**src/rtl/verinject_injection_controller_if.sv**
```systemverilog
// Command and status bundle between the injection host and the injection controller.
// master = host / test harness side, slave = controller side.
interface verinject_injection_controller_if #(
  parameter int unsigned COUNT_WIDTH = 16
);
  logic                   cmd_valid;
  logic                   cmd_ready;
  logic [31:0]            cmd_bit_index;
  logic [31:0]            cmd_delay;
  logic [15:0]            cmd_duration;
  logic                   abort;
  logic [31:0]            verinject__injector_state;
  logic                   busy;
  logic                   done;
  logic                   aborted;
  logic                   cmd_error;
  logic [COUNT_WIDTH-1:0] injection_count;

  modport master (
    output cmd_valid, cmd_bit_index, cmd_delay, cmd_duration, abort,
    input  cmd_ready, verinject__injector_state, busy, done, aborted, cmd_error,
           injection_count
  );

  modport slave (
    input  cmd_valid, cmd_bit_index, cmd_delay, cmd_duration, abort,
    output cmd_ready, verinject__injector_state, busy, done, aborted, cmd_error,
           injection_count
  );
endinterface

```
**src/rtl/verinject_injection_controller.sv**
```systemverilog
// Sequences one fault-injection command at a time onto the shared injector-state bus:
// idle value while waiting, then the target bit index for exactly the commanded window.
module verinject_injection_controller #(
  parameter int unsigned NUM_BITS    = 1024,
  parameter logic [31:0] IDLE_STATE  = 32'hFFFF_FFFF,
  parameter int unsigned COUNT_WIDTH = 16
) (
  input  logic                              clock,
  input  logic                              reset,
  verinject_injection_controller_if.slave   bus_if
);

  localparam logic [31:0] NUM_BITS_W = 32'(NUM_BITS);

  typedef enum logic [1:0] {
    ST_IDLE,
    ST_WAIT,
    ST_INJECT
  } state_t;

  state_t                 state_q;
  logic                   pend_q;
  logic                   ready_q;
  logic                   busy_q;
  logic                   done_q;
  logic                   aborted_q;
  logic                   err_q;
  logic [31:0]            index_q;
  logic [31:0]            delay_q;
  logic [31:0]            bus_q;
  logic [15:0]            len_q;
  logic [15:0]            remain_q;
  logic [COUNT_WIDTH-1:0] count_q;

  logic                   take_d;
  logic                   idx_ok_d;
  logic [15:0]            len_d;

  assign take_d   = bus_if.cmd_valid && ready_q;
  assign idx_ok_d = (bus_if.cmd_bit_index < NUM_BITS_W);
  assign len_d    = (bus_if.cmd_duration == 16'd0) ? 16'd1 : bus_if.cmd_duration;

  // An accepted command spends one cycle latched (pend_q) in IDLE with cmd_ready low,
  // so busy and the bus window start on the edge after the handshake.
  always_ff @(posedge clock or posedge reset) begin
    if (reset) begin
      state_q   <= ST_IDLE;
      pend_q    <= 1'b0;
      ready_q   <= 1'b1;
      busy_q    <= 1'b0;
      done_q    <= 1'b0;
      aborted_q <= 1'b0;
      err_q     <= 1'b0;
      index_q   <= 32'd0;
      delay_q   <= 32'd0;
      bus_q     <= IDLE_STATE;
      len_q     <= 16'd0;
      remain_q  <= 16'd0;
      count_q   <= '0;
    end else begin
      done_q    <= 1'b0;
      aborted_q <= 1'b0;
      err_q     <= 1'b0;
      case (state_q)
        ST_IDLE: begin
          if (pend_q) begin
            pend_q <= 1'b0;
            busy_q <= 1'b1;
            if (delay_q == 32'd0) begin
              state_q  <= ST_INJECT;
              bus_q    <= index_q;
              remain_q <= len_q;
            end else begin
              state_q <= ST_WAIT;
            end
          end else if (take_d) begin
            if (idx_ok_d) begin
              pend_q  <= 1'b1;
              ready_q <= 1'b0;
              index_q <= bus_if.cmd_bit_index;
              delay_q <= bus_if.cmd_delay;
              len_q   <= len_d;
            end else begin
              err_q <= 1'b1;
            end
          end
        end

        ST_WAIT: begin
          if (bus_if.abort) begin
            state_q   <= ST_IDLE;
            bus_q     <= IDLE_STATE;
            busy_q    <= 1'b0;
            ready_q   <= 1'b1;
            aborted_q <= 1'b1;
          end else if (delay_q == 32'd1) begin
            state_q  <= ST_INJECT;
            bus_q    <= index_q;
            remain_q <= len_q;
          end else begin
            delay_q <= delay_q - 32'd1;
          end
        end

        ST_INJECT: begin
          // Abort wins over a completion falling on the same edge.
          if (bus_if.abort) begin
            state_q   <= ST_IDLE;
            bus_q     <= IDLE_STATE;
            busy_q    <= 1'b0;
            ready_q   <= 1'b1;
            aborted_q <= 1'b1;
          end else if (remain_q == 16'd1) begin
            state_q <= ST_IDLE;
            bus_q   <= IDLE_STATE;
            busy_q  <= 1'b0;
            ready_q <= 1'b1;
            done_q  <= 1'b1;
            if (count_q != '1) begin
              count_q <= count_q + COUNT_WIDTH'(1);
            end
          end else begin
            remain_q <= remain_q - 16'd1;
          end
        end

        default: begin
          state_q <= ST_IDLE;
          bus_q   <= IDLE_STATE;
          busy_q  <= 1'b0;
          ready_q <= 1'b1;
          pend_q  <= 1'b0;
        end
      endcase
    end
  end

  assign bus_if.verinject__injector_state = bus_q;
  assign bus_if.cmd_ready                 = ready_q;
  assign bus_if.busy                      = busy_q;
  assign bus_if.done                      = done_q;
  assign bus_if.aborted                   = aborted_q;
  assign bus_if.cmd_error                 = err_q;
  assign bus_if.injection_count           = count_q;

  // The bus must only ever show the idle value or an in-range index.
  bus_legal_a: assert property (@(posedge clock) disable iff (reset)
    (bus_q == IDLE_STATE) || (bus_q < NUM_BITS_W));

  pulse_exclusive_a: assert property (@(posedge clock) disable iff (reset)
    !(done_q && aborted_q));

endmodule

```
**src/flat_wrapper.sv**
```systemverilog
// flat-port wrapper written by rule: the top's interface ports become plain ports
module verinject_injection_controller_flat 
#(
  parameter int unsigned NUM_BITS    = 1024,
  parameter logic [31:0] IDLE_STATE  = 32'hFFFF_FFFF,
  parameter int unsigned COUNT_WIDTH = 16
)
  (clock, reset, bus_if_cmd_valid, bus_if_cmd_bit_index, bus_if_cmd_delay, bus_if_cmd_duration, bus_if_abort, bus_if_cmd_ready, bus_if_verinject__injector_state, bus_if_busy, bus_if_done, bus_if_aborted, bus_if_cmd_error, bus_if_injection_count);
  verinject_injection_controller_if #(.COUNT_WIDTH(COUNT_WIDTH)) bus_if_i ();
  input  logic clock;
  input  logic reset;
  input wire logic [$bits(bus_if_i.cmd_valid)-1:0] bus_if_cmd_valid;
  input wire logic [$bits(bus_if_i.cmd_bit_index)-1:0] bus_if_cmd_bit_index;
  input wire logic [$bits(bus_if_i.cmd_delay)-1:0] bus_if_cmd_delay;
  input wire logic [$bits(bus_if_i.cmd_duration)-1:0] bus_if_cmd_duration;
  input wire logic [$bits(bus_if_i.abort)-1:0] bus_if_abort;
  output wire logic [$bits(bus_if_i.cmd_ready)-1:0] bus_if_cmd_ready;
  output wire logic [$bits(bus_if_i.verinject__injector_state)-1:0] bus_if_verinject__injector_state;
  output wire logic [$bits(bus_if_i.busy)-1:0] bus_if_busy;
  output wire logic [$bits(bus_if_i.done)-1:0] bus_if_done;
  output wire logic [$bits(bus_if_i.aborted)-1:0] bus_if_aborted;
  output wire logic [$bits(bus_if_i.cmd_error)-1:0] bus_if_cmd_error;
  output wire logic [$bits(bus_if_i.injection_count)-1:0] bus_if_injection_count;
  assign bus_if_i.cmd_valid = bus_if_cmd_valid;
  assign bus_if_i.cmd_bit_index = bus_if_cmd_bit_index;
  assign bus_if_i.cmd_delay = bus_if_cmd_delay;
  assign bus_if_i.cmd_duration = bus_if_cmd_duration;
  assign bus_if_i.abort = bus_if_abort;
  assign bus_if_cmd_ready = bus_if_i.cmd_ready;
  assign bus_if_verinject__injector_state = bus_if_i.verinject__injector_state;
  assign bus_if_busy = bus_if_i.busy;
  assign bus_if_done = bus_if_i.done;
  assign bus_if_aborted = bus_if_i.aborted;
  assign bus_if_cmd_error = bus_if_i.cmd_error;
  assign bus_if_injection_count = bus_if_i.injection_count;
  verinject_injection_controller #(.NUM_BITS(NUM_BITS), .IDLE_STATE(IDLE_STATE), .COUNT_WIDTH(COUNT_WIDTH)) u_core (.clock(clock), .reset(reset), .bus_if(bus_if_i));
endmodule
```
**config.mk**
```make
export PLATFORM = sky130hd
export DESIGN_NAME = verinject_injection_controller_flat
export DESIGN_NICKNAME = d
export VERILOG_FILES = /design/src/rtl/verinject_injection_controller_if.sv /design/src/rtl/verinject_injection_controller.sv /design/src/flat_wrapper.sv
export SDC_FILE = /design/constraint.sdc
export NUM_CORES = 1
export LEC_CHECK = 0
export ABC_AREA = 1
export CAP_MARGIN = 20
export CORE_MARGIN = 8
export CORE_UTILIZATION = 54
export DETAILED_ROUTE_END_ITERATION = 10
export PLACE_DENSITY = 0.81
export SYNTH_ARGS = -nofsm -noshare
export SYNTH_HDL_FRONTEND = slang
export SYNTH_SLANG_ARGS = --single-unit
```
**constraint.sdc**
```tcl
create_clock -name clock -period 6.4 [get_ports clock]
set_clock_uncertainty 0.1 [all_clocks]
set_input_delay 1.6 -clock clock [delete_from_list [all_inputs] [get_ports clock]]
set_output_delay 1.6 -clock clock [all_outputs]
set_load 0.01 [all_outputs]
```
-- Word level (Yosys, flattened, before mapping)
Index checks and enable logic that the tools add are counted.
- output and inout port bits: 53
- register bits after elaboration: 152
- logic and storage cells: 105
- order comparisons: 1
- $add $sub $neg: 3
- equality and inequality tests: 18
- bitwise gates (word level): 2
- muxes and demuxes: 53
- reductions and logical operators: 15
- operators by type and width (kind ; count):
    $mux W32 ; 11
    $mux W16 ; 7
    $pmux W32 S3 ; 1
    $pmux W32 S2 ; 1
    $pmux W16 S3 ; 1
    $eq A32 B1 Y1 const B ; 1
    $logic_not A32 Y1 ; 1
    $lt A32 B11 Y1 const B ; 1
    $sub A32 B1 Y32 const B ; 1
    $mux W1 ; 22
    $add A16 B1 Y16 const B ; 1
    $eq A16 B1 Y1 const B ; 1
    $logic_not A16 Y1 ; 1
    $ne A16 B16 Y1 const B ; 1
    $sub A16 B1 Y16 const B ; 1
    $mux W2 ; 6
    $ne A2 B2 Y1 const B ; 6
    $reduce_and A4 Y1 ; 3
    $ne A2 B1 Y1 const B ; 5
    $reduce_and A7 Y1 ; 1
    $ne A3 B2 Y1 const B ; 2
    $pmux W1 S3 ; 2
    $pmux W2 S3 ; 1
    $reduce_and A3 Y1 ; 2
    other kinds (11) ; 12

-- Logic depth before layout (Yosys ltp)
Gate-level depths: netlist of the first run.
- depth after elaboration: 5
- depth in mapped cells: 12
- mapped depth without buffers: 12

-- Worst setup path before layout of the first run
OpenSTA, ideal clock, no wires.
- kind: input -> register
- start: input bus_if_cmd_bit_index[10]
- end: register u_core.index_q[10]
- data arrival time: 2765 ps
- path slack: 3419 ps
- cell stages on the path: 9
- required time: 6184 ps
- path buffers: 2
- cell sequence: or2_0 > nor2_1 > nand3_1 > nor2_2 > nand2_2 > inv_1 > buf_2 > buf_4 > nor2_1
- longest elaborated chain between the ends: 2
- ends and longest elaborated chain (item ; line ; source):
    start: declaration ; flat_wrapper.sv:13 ; input wire logic [$bits(bus_if_i.cmd_bit_index)-1:0] bus_if_cmd_bit_index;
    $lt A32 B11 Y1 ; verinject_injection_controller.sv:40 ; assign idx_ok_d = (bus_if.cmd_bit_index < NUM_BITS_W);
    $reduce_and A4 Y1 (no line) ; - ;
    end signal: assignment ; verinject_injection_controller.sv:80 ; index_q <= bus_if.cmd_bit_index;
    end: declaration ; verinject_injection_controller.sv:28 ; logic [31:0] index_q;
Parallel ways exist; a longest one is shown, timed or not.
A chain may end at the register's enable or synchronous reset.

-- Worst setup path after layout of the first run
- start: input bus_if_cmd_bit_index[10]
- end: register u_core.len_q[15]
- longest elaborated chain between the ends: 2
- ends and longest elaborated chain (item ; line ; source):
    $lt A32 B11 Y1 ; verinject_injection_controller.sv:40 ;
    $reduce_and A4 Y1 (no line) ; - ;
    end signal: assignment ; verinject_injection_controller.sv:82 ; len_q <= len_d;
    end: declaration ; verinject_injection_controller.sv:31 ; logic [15:0] len_q;
No other way between the ends.

==> results of run 1 <==
-- cell usage in the layout (no fill, tap or decap), types with 5 or more instances in the layout --
master / Yosys / final
sky130_fd_sc_hd__nand2_1: 460 / 460
sky130_fd_sc_hd__nor2_1: 172 / 172
sky130_fd_sc_hd__clkdlybuf4s50_1: 0 / 136
sky130_fd_sc_hd__dfrtp_1: 119 / 119
sky130_fd_sc_hd__inv_1: 91 / 90
sky130_fd_sc_hd__nand3_1: 72 / 72
sky130_fd_sc_hd__dfstp_2: 33 / 33
sky130_fd_sc_hd__o21ai_0: 28 / 28
sky130_fd_sc_hd__o21ai_2: 24 / 25
sky130_fd_sc_hd__nand4_1: 18 / 18
sky130_fd_sc_hd__clkbuf_16: 0 / 17
sky130_fd_sc_hd__o21ai_1: 12 / 11
sky130_fd_sc_hd__nor2_2: 9 / 9
sky130_fd_sc_hd__a21oi_1: 9 / 9
sky130_fd_sc_hd__nor3_1: 9 / 9
sky130_fd_sc_hd__ha_1: 9 / 9
sky130_fd_sc_hd__inv_6: 0 / 8
sky130_fd_sc_hd__xor2_1: 8 / 8
sky130_fd_sc_hd__buf_4: 6 / 7
sky130_fd_sc_hd__nand2_2: 6 / 6
sky130_fd_sc_hd__or2_2: 6 / 6
sky130_fd_sc_hd__xnor2_1: 6 / 6
sky130_fd_sc_hd__nand3b_1: 5 / 5
-- synth_stat cells, types with 12 or more instances --
cell                       instances
sky130_fd_sc_hd__clkbuf_1         15
sky130_fd_sc_hd__o21ai_2          24
sky130_fd_sc_hd__o21ai_0          28
sky130_fd_sc_hd__nand2_1         460
sky130_fd_sc_hd__nand4_1          18
sky130_fd_sc_hd__dfstp_2          33
sky130_fd_sc_hd__o21ai_1          12
sky130_fd_sc_hd__nor2_1          172
sky130_fd_sc_hd__dfrtp_1         119
sky130_fd_sc_hd__inv_1            91
sky130_fd_sc_hd__nand3_1          72
-- flip-flops by register name, indices dropped and copies added, names as in the netlist, 2 cells and up --
| register | count |
|---|---|
| u_core.index_q | 32 |
| u_core.bus_if.verinject__injector_state | 32 |
| u_core.delay_q | 32 |
| u_core.len_q | 16 |
| u_core.state_q | 2 |
| u_core.bus_if.injection_count | 16 |
| u_core.remain_q | 16 |
-- cell families (layout without fill, tap and decap cells) --
group | Yosys count | after routing
simple gates | 774 | 774
buf+inv | 128 | 268
fa+ha+maj | 9 | 9
xor+xnor | 14 | 14
compound gates | 87 | 87
flops | 152 | 152
-- layout make-up --
type	instances	area, µm²	share of cell area
clock buffers	17	425	0.0403
multi-input cells	884	4020	0.380
repair buffers	145	1470	0.139
flip-flops and latches	152	3840	0.364
inverters	91	347	0.0328
clock inverters	15	199	0.0188
well taps	211	264	0.0250
-- through the flow --
stage | hold slack [ns] | instance area [µm²] | total power, mW | setup WS [ns] | util
floorplan | 0.342 | 8430 | 3.30 | 0.662 | -
global placement | 0.359 | 9890 | 3.91 | 2.44 | 0.648
detailed placement | 0.368 | 9890 | 3.97 | 2.40 | 0.648
CTS | 0.378 | 10500 | 5.08 | 2.79 | 0.689
global route | 0.398 | 10600 | 5.49 | 2.61 | 0.693
finish | 0.377 | 10600 | 5.07 | 2.83 | 0.693
-- worst paths after layout --
check,slack (ns),end,from
hold / removal,0.38,u_core.bus_if.verinject__injector_state[6]$_DFFE_PP1P_,u_core.bus_if.verinject__injector_state[6]$_DFFE_PP1P_
hold reg to reg,0.38,u_core.bus_if.verinject__injector_state[6]$_DFFE_PP1P_,u_core.bus_if.verinject__injector_state[6]$_DFFE_PP1P_
setup reg to reg,3.08,u_core.bus_if.verinject__injector_state[28]$_DFFE_PP1P_,u_core.state_q[0]$_DFFE_PP0P_
max in group asynchronous,3.58,u_core.bus_if.verinject__injector_state[31]$_DFFE_PP1P_,reset
min in group asynchronous,1.38,u_core.delay_q[21]$_DFFE_PP0P_,reset
setup / recovery,2.83,u_core.len_q[15]$_DFFE_PP0P_,bus_if_cmd_bit_index[10]
-- power by group --
| group | leakage, nW | internal (mW) | switching (mW) |
|---|---|---|---|
| combinational | 3.13 | 0.919 | 1.49 |
| sequential | 1.81 | 1.32 | 0.277 |
| clock | 0.310 | 0.630 | 0.439 |
-- critical path, delay by kind of cell --
family | cells | cell delay [ns]
AND/OR/NAND/NOR | 5 | 1.01
buffers and inverters | 3 | 0.97
AO/OA/AOI/OAI | 1 | 0.15
-- routing by layer --
layer	routed length, µm	share of wire	GRT usage	vias up
met1	9500	0.45	0.280	3593
met2	10200	0.48	0.360	197
met5	0	0	0	-
met3	1080	0.051	0.0523	37
met4	456	0.022	0.0775	0
li1	-	-	-	3902
==> impl_metrics.yaml, run 1 <==
routing:
  overall_via_count_from_detail_route: 7729
  firstDrtPassIters: 5
  routed_wirelength_mm: 21.2
  drc: 0
  first_iter_violations: 596
  post_drt_via_cell_ratio: 5.10
  wl_per_cell_um: 14.0
  antenna_left: 0
sta:
  setup_viol: 0
  worst-slew-pin-transition_ns: 0.665
  relSlewSlack: 0.555
  timing_max_transition_violations_final: 0
  max_freq_mhz: 280
  tns_ns: 0
  grt_setup_unrepaired: "no"
  final.period_utilization: 0.559
  finalCriticalPeriod_ns: 3.57
  report.final.hold_viol_count: 0
final_layout:
  layoutNonFillerInstCount: 1515
  antenna_cells: 0
  areaGrowthSynthToFinish_pct: 25.3
  final.fill_count: 1297
  drive_above_1_share: 0.101
  layout.nets: 1384
synthesis:
  synth_warnings: 0
  synthMuxAreaShare: 0
  ys_dominant_reg_cell: "sky130_fd_sc_hd__dfrtp_1"
  synth-simple-area-share: 0.381
  synth_edf_count: 0
  postSynthAreaPerCell_um2: 7.24
  synthDistinctLibCells: 39
  synth-async-reset-ratio: 1.00
  net_count_of_the_mapped_netlist: 1257
  synth_top_family_by_area: "simple AND/OR/NAND/NOR gates"
  synth.cell_area_um2: 8430
  yosys.area.top_type_share: 0.353
  seq_area_frac_synth: 0.456
  synth_cells: 1164
  synth_compound_gate_area_share: 0.0677
  cell_taking_the_most_area_after_synthesis: "sky130_fd_sc_hd__dfrtp_1"
  ys_top_cells_by_area: "sky130_fd_sc_hd__dfrtp_1 (35%), sky130_fd_sc_hd__nand2_1 (20%), sky130_fd_sc_hd__dfstp_2 (10%), sky130_fd_sc_hd__nor2_1 (7.7%), sky130_fd_sc_hd__nand3_1 (4.3%)"
  yosys_register_bits: 152
  yosys.area_share.xor_xnor: 0.0145
  post_synth_fa_ha_maj_area_fraction: 0.0134
placement:
  place.gp.congestion: 0.886
  buffer_ports.inserted: 136
  placed_cells_incl_taps: 1481
  dp_hpwl_mm: 14.9
grt:
  pin_count_of_the_biggest_net_entering_global_routing: 121
  overflow: 0
  grt_antenna_before_repair: 0
  grt_pass1_vias: 7674
  grt_util_all_layers: 0.220
  grt_pass1_wl_mm: 36.1
critical_path:
  setup.worst_path.class: "in -> reg"
  timing.critical_path.slowest_cell_delay_ns: 0.44
  worst-r2r-cell-count: 9
  setup.worst_path.end_class: "register"
  critPathLaunchType: "primary input"
  cp_slowest_cell: "sky130_fd_sc_hd__buf_4"
  crit_path_cells: "clkdlybuf4s50_1, or2_0, nor2_1, nand3_1, nor2_2, nand2_2, inv_1, buf_4, o21ai_0"
  cp.arrival_ns: 3.76
  crit_required_ns: 6.58
  worst-path-max-fanout: 49
die:
  die-width_um: 141
  total_die_area_um2: 19900
  core_area_um2: 15300
  rows: 45
  initial_cell_density_of_the_core: 0.553
  chipHeight_um: 141
  ioPinCount: 137
clocking:
  post_cts_hold_buffer_count: 0
  clk-insertion-delay-late_ns: 0.43
  max-clock-path-buffers: 2
  clock-root-buffer: "sky130_fd_sc_hd__clkbuf_16"
  cts.reportedPaths.clkPinSlew_ns: 0.06
  cts-buffers-inserted: 17
  tritoncts: "done"
  numClockSinks: 152
  post_cts.repair.setup_buffers: 0
  ctsHtreeMaxLevel: 4
  cts_repair_resized_insts: 0
flow_run:
  max_cap_violations: 0
min_path:
  worstHoldPathCells: 2
  worst_hold_path_type: "reg -> reg"
status:
  run_status: "complete, no violations"
power_and_ir_drop:
  power.density_cell_area_nw_per_um2: 480
  power.static_leakage_nw: 5.25
  ir_drop_worst_case_vdd_mv: 0.282
Note: power is estimated with default switching activity, not from simulation.
==> inputs of run 2 (changes only) <==
clock period = 3.6 ns   (was 6.4 ns; I/O delays follow)
==> run 2 against run 1 <==
  * Clock power increased by 67%
  * Critical path type unchanged
  * Final area about the same
  * Core utilization about the same
  * Total power increased by 75%
  * Sequential power increased by 77%
  * Count of clock-buffer cells in the layout unchanged
  * Sequential share of layout area about the same
  * Worst hold slack got worse by 0.0017 ns
  * Routed wire length increased by 0.45%
  * Via count increased by 0.39%
  * Non-clock buffer count increased by 4
  * Die area unchanged
==> impl_metrics.yaml, run 2 (synthesis gave the netlist of run 1 again) <==
routing:
  antenna_left: 0
  firstDrtPassIters: 5
  routed_wirelength_mm: 21.3
  first_iter_violations: 616
  post_drt_via_cell_ratio: 5.11
  wl_per_cell_um: 14.0
  overall_via_count_from_detail_route: 7759
  drc: 0
sta:
  setup_viol: 0
  max_freq_mhz: 391
  relSlewSlack: 0.545
  finalCriticalPeriod_ns: 2.56
  timing.hold.ws_ns: 0.376
  final.period_utilization: 0.710
  timing_max_transition_violations_final: 0
  worst-slew-pin-transition_ns: 0.681
  grt_setup_unrepaired: "no"
  tns_ns: 0
  report.final.hold_viol_count: 0
clocking:
  cts-buffers-inserted: 17
  numClockSinks: 152
  post_cts.repair.setup_buffers: 0
  max-clock-path-buffers: 2
  clock-root-buffer: "sky130_fd_sc_hd__clkbuf_16"
  ctsHtreeMaxLevel: 4
  cts.reportedPaths.clkPinSlew_ns: 0.07
  post_cts_hold_buffer_count: 0
  cts_repair_resized_insts: 0
  tritoncts: "done"
  clk-insertion-delay-late_ns: 0.43
grt:
  overflow: 0
  grt_util_all_layers: 0.222
  grt_antenna_before_repair: 0
  grt_pass1_wl_mm: 36.3
  grt_pass1_vias: 7652
  pin_count_of_the_biggest_net_entering_global_routing: 87
power_and_ir_drop:
  power_mw: 8.89
  ir_drop_worst_case_vdd_mv: 0.525
  power.internal_mw: 4.92
  power.static_leakage_nw: 5.24
  net-switching-power_mw: 3.97
  combinationalPowerShare: 0.481
  sequentialPowerShare: 0.318
  power.density_cell_area_nw_per_um2: 841
  switching_share: 0.447
  clockPowerShare: 0.201
critical_path:
  rr_endpoint: "u_core.bus_if.verinject__injector_state[14]$_DFFE_PP1P_"
  setup.reg_to_reg.worst_slack_ns: 1.11
  critical_path.reg2reg.startpoint: "u_core.delay_q[0]$_DFFE_PP0P_"
  cp.arrival_ns: 2.76
  worst-r2r-cell-count: 10
  critPathLaunchType: "primary input"
  crit_required_ns: 3.81
  timing.critical_path.slowest_cell_delay_ns: 0.60
  setup.worst_path.end_class: "register"
  setup.worst_path.class: "in -> reg"
  worst-path-max-fanout: 19
  crit_path_cells: "clkdlybuf4s50_1, nor2_1, inv_1, nor3_4, nand2_1, xnor2_1"
  cp_slowest_cell: "sky130_fd_sc_hd__nor3_4"
final_layout:
  utilization: 0.693
  antenna_cells: 0
  areaGrowthSynthToFinish_pct: 25.4
  layout.nets: 1388
  layout_commonest_cell: "sky130_fd_sc_hd__nand2_1"
  finalInstanceArea_um2: 10600
  drive_above_1_share: 0.104
  final.fill_count: 1286
  layout_common_cells: "sky130_fd_sc_hd__nand2_1 (460), sky130_fd_sc_hd__nor2_1 (172), sky130_fd_sc_hd__clkdlybuf4s50_1 (136)"
die:
  ioPinCount: 137
  total_die_area_um2: 19900
  initial_cell_density_of_the_core: 0.553
  rows: 45
  core_area_um2: 15300
  die-width_um: 141
  chipHeight_um: 141
flow_run:
  max_cap_violations: 0
min_path:
  worst_hold_path_type: "reg -> reg"
  worstHoldPathCells: 2
  min_from: "u_core.bus_if.verinject__injector_state[3]$_DFFE_PP1P_"
  timing.hold.worst_endpoint: "u_core.bus_if.verinject__injector_state[3]$_DFFE_PP1P_"
placement:
  dp_hpwl_mm: 14.9
  dpl-instance-area_um2: 9970
  buffer_ports.inserted: 136
  place.gp.congestion: 0.873
status:
  run_status: "complete, no violations"
## run 2: metrics by stage
step           worst slack (ns)  std cells
2_1_floorplan             0.710       1164
3_3_place_gp              0.722       1487
3_5_place_dp              0.679       1487
4_1_cts                    1.03       1519
5_1_grt                   0.877       1519
6_report                   1.04       1519
## run 2: power groups by stage
stage	Sequential [mW]	Combinational (mW)	Clock, mW
5_1_grt	2.90	4.86	1.89
3_5_place_dp	2.84	4.30	0
6_report	2.82	4.28	1.79
2_1_floorplan	2.84	3.03	0
4_1_cts	2.82	4.32	1.82
3_3_place_gp	2.83	4.17	0
## run 2: layout make-up
cell class                 count  area [µm²]  area share
clock buffer                  17         425      0.0402
timing repair buffer         149        1500       0.142
inverter                      91         345      0.0327
clock inverter                15         178      0.0168
sequential                   152        3840       0.364
tap                          211         264      0.0250
multi-input combinational    884        4020       0.380
## run 2: metal layers
layer  global-route usage  part of all wire  up-vias
li1                     -                 -     3904
met1                0.271              0.43     3609
met2                0.377              0.49      205
met3               0.0554             0.059       41
met4               0.0775             0.024        0
met5                    0                 0        -
## run 2: worst max-delay path by stage
| stage | start | endpoint | slack (ns) |
|---|---|---|---|
| floorplan | reset | u_core.bus_if.aborted$_DFF_PP0_ | 0.71 |
| global placement | bus_if_abort | u_core.bus_if.injection_count[5]$_DFFE_PP0P_ | 0.72 |
| detailed placement | bus_if_abort | u_core.bus_if.injection_count[4]$_DFFE_PP0P_ | 0.68 |
| CTS | u_core.bus_if.verinject__injector_state[30]$_DFFE_PP1P_ | bus_if_verinject__injector_state[30] | 1.03 |
| global route | bus_if_abort | u_core.bus_if.injection_count[4]$_DFFE_PP0P_ | 0.88 |
| finish | bus_if_abort | u_core.bus_if.injection_count[4]$_DFFE_PP0P_ | 1.04 |
## run 2: critical path: cells and delay by family
family        cells  cell delay, ns
simple gates      3            1.03
buf+inv           2            0.66
xor+xnor          1            0.16
==> inputs of run 3 (changes only) <==
clock period = 2.5 ns   (was 3.6 ns; I/O delays follow)
==> run 3 against run 2 <==
  * Worst setup slack worse by 0.81 ns
  * Non-clock buffer count up 6
  * Count of clock-buffer cells in the layout unchanged
  * Highest routed layer unchanged
  * Global-route usage about the same
  * Worst hold slack better by 0.0014 ns
  * Register-to-register slack worse by 0.83 ns
  * Flip-flop and latch count unchanged
  * Sequential power up 45%
  * First-iteration DRC count down 19%
==> impl_metrics.yaml, run 3 (synthesis gave the netlist of run 1 again) <==
critical_path:
  timing.critical_path.slowest_cell_delay_ns: 0.57
  cell_type_group_with_the_largest_total_delay_on_the_critical_path: "flip-flops"
  crit_path_cells: "clkdlybuf4s50_1"
  setup.worst_path.end_class: "output port"
  crit_required_ns: 1.77
  timing.critical_path.buf_inv: 1
  cp_slowest_cell: "sky130_fd_sc_hd__dfstp_2"
  setup.worst_path.class: "reg -> out"
  worst-path-max-fanout: 4
  critPathLaunchType: "register"
  cp.arrival_ns: 1.54
grt:
  grt_pass1_wl_mm: 36.2
  grt_antenna_before_repair: 0
  overflow: 0
  pin_count_of_the_biggest_net_entering_global_routing: 82
  grt_util_all_layers: 0.222
  grt_pass1_vias: 7563
power_and_ir_drop:
  power.static_leakage_nw: 5.30
  switching_share: 0.442
  power.density_cell_area_nw_per_um2: 1210
  combinationalPowerShare: 0.489
  clockPowerShare: 0.196
  power.internal_mw: 7.22
  sequentialPowerShare: 0.315
  net-switching-power_mw: 5.71
  ir_drop_worst_case_vdd_mv: 0.858
  power_mw: 12.9
clocking:
  tritoncts: "done"
  post_cts_hold_buffer_count: 0
  cts.reportedPaths.clkPinSlew_ns: 0.07
  numClockSinks: 152
  clk-insertion-delay-late_ns: 0.43
  clock-root-buffer: "sky130_fd_sc_hd__clkbuf_16"
  max-clock-path-buffers: 2
  ctsHtreeMaxLevel: 4
  cts-buffers-inserted: 17
  post_cts.repair.setup_buffers: 0
  cts_repair_resized_insts: 0
final_layout:
  areaGrowthSynthToFinish_pct: 26.8
  layout_commonest_cell: "sky130_fd_sc_hd__nand2_1"
  utilization: 0.701
  layout.nets: 1394
  antenna_cells: 0
  final.fill_count: 1228
  drive_above_1_share: 0.108
  layout_common_cells: "sky130_fd_sc_hd__nand2_1 (460), sky130_fd_sc_hd__nor2_1 (172), sky130_fd_sc_hd__clkdlybuf4s50_1 (136)"
sta:
  finalCriticalPeriod_ns: 2.27
  timing_max_transition_violations_final: 0
  worst-slew-pin-transition_ns: 0.595
  final.period_utilization: 0.907
  report.final.hold_viol_count: 0
  max_freq_mhz: 441
  relSlewSlack: 0.602
  grt_setup_unrepaired: "no"
  setup_viol: 0
routing:
  wl_per_cell_um: 13.9
  routed_wirelength_mm: 21.2
  overall_via_count_from_detail_route: 7809
  post_drt_via_cell_ratio: 5.12
  drc: 0
  first_iter_violations: 497
  firstDrtPassIters: 5
  antenna_left: 0
die:
  chipHeight_um: 141
  rows: 45
  ioPinCount: 137
  die-width_um: 141
  initial_cell_density_of_the_core: 0.553
  total_die_area_um2: 19900
  core_area_um2: 15300
placement:
  buffer_ports.inserted: 136
  dp_hpwl_mm: 15.1
  place.gp.congestion: 0.916
min_path:
  worst_hold_path_type: "reg -> reg"
status:
  run_status: "complete, no violations"
flow_run:
  max_cap_violations: 0
==> run 3: cell count changes in the layout (fill, tap and decap cells not counted) <==
cell,change
sky130_fd_sc_hd__inv_8,-2
sky130_fd_sc_hd__inv_6,+2
sky130_fd_sc_hd__buf_12,+6
sky130_fd_sc_hd__clkinvlp_4,-1
sky130_fd_sc_hd__clkinv_4,+1
==> run 3: path summary, 6_finish.rpt <==
| path | endpoint | startpoint | slack (ns) | cells after the start |
|---|---|---|---|---|
| hold reg to reg | u_core.remain_q[1]$_DFFE_PP0P_ | u_core.remain_q[1]$_DFFE_PP0P_ | 0.38 | 2 |
| max in group asynchronous | u_core.bus_if.verinject__injector_state[0]$_DFFE_PP1P_ | reset | 1.34 | 3 |
| min in group asynchronous | u_core.delay_q[15]$_DFFE_PP0P_ | reset | 0.58 | 3 |
| setup / recovery | bus_if_cmd_ready | u_core.bus_if.cmd_ready$_DFFE_PP1P_ | 0.23 | 1 |
| hold / removal | u_core.remain_q[1]$_DFFE_PP0P_ | u_core.remain_q[1]$_DFFE_PP0P_ | 0.38 | 2 |
| setup reg to reg | u_core.remain_q[2]$_DFFE_PP0P_ | u_core.delay_q[0]$_DFFE_PP0P_ | 0.28 | 11 |
==> run 3: layout make-up <==
type / count / area (µm²) / area share
clock buffers: 17 / 425 / 0.0398
flip-flops and latches: 152 / 3840 / 0.360
repair buffers: 155 / 1620 / 0.151
inverters: 91 / 345 / 0.0323
multi-input cells: 884 / 4020 / 0.376
well taps: 211 / 264 / 0.0247
clock inverters: 15 / 174 / 0.0163
==> run 3: worst min-delay path, delay by kind of cell (launching register included) <==
kind,cells,cell delay (ns)
simple gates,2,0.10
flops,1,0.34
==> run 3: power by group through the flow <==
stage	Combinational [mW]	Sequential [mW]	Clock, mW
after floorplan	4.37	4.09	0
after global placement	6.15	4.08	0
after detailed placement	6.32	4.09	0
after CTS	6.37	4.07	2.59
after global routing	7.11	4.17	2.69
final	6.32	4.08	2.53
==> run 3: layer usage <==
| layer | track usage | vias up | part of all wire |
|---|---|---|---|
| li1 | - | 3913 | - |
| met4 | 0.0718 | 0 | 0.014 |
| met5 | 0 | - | 0 |
| met3 | 0.0452 | 27 | 0.051 |
| met2 | 0.384 | 214 | 0.50 |
| met1 | 0.273 | 3655 | 0.43 |
==> run 3: metrics by stage <==
stage | TNS (ns) | hold slack (ns) | instance area (µm²) | cells | setup slack (ns)
6_report | 0 | 0.377 | 10700 | 1525 | 0.232
5_1_grt | 0 | 0.394 | 10700 | 1525 | 0.0647
4_1_cts | 0 | 0.381 | 10700 | 1525 | 0.210
3_5_place_dp | 0 | 0.365 | 10100 | 1493 | 0.0193
3_3_place_gp | 0 | 0.356 | 10100 | 1493 | 0.0783
2_1_floorplan | -13.69 | 0.342 | 8440 | 1164 | -0.115
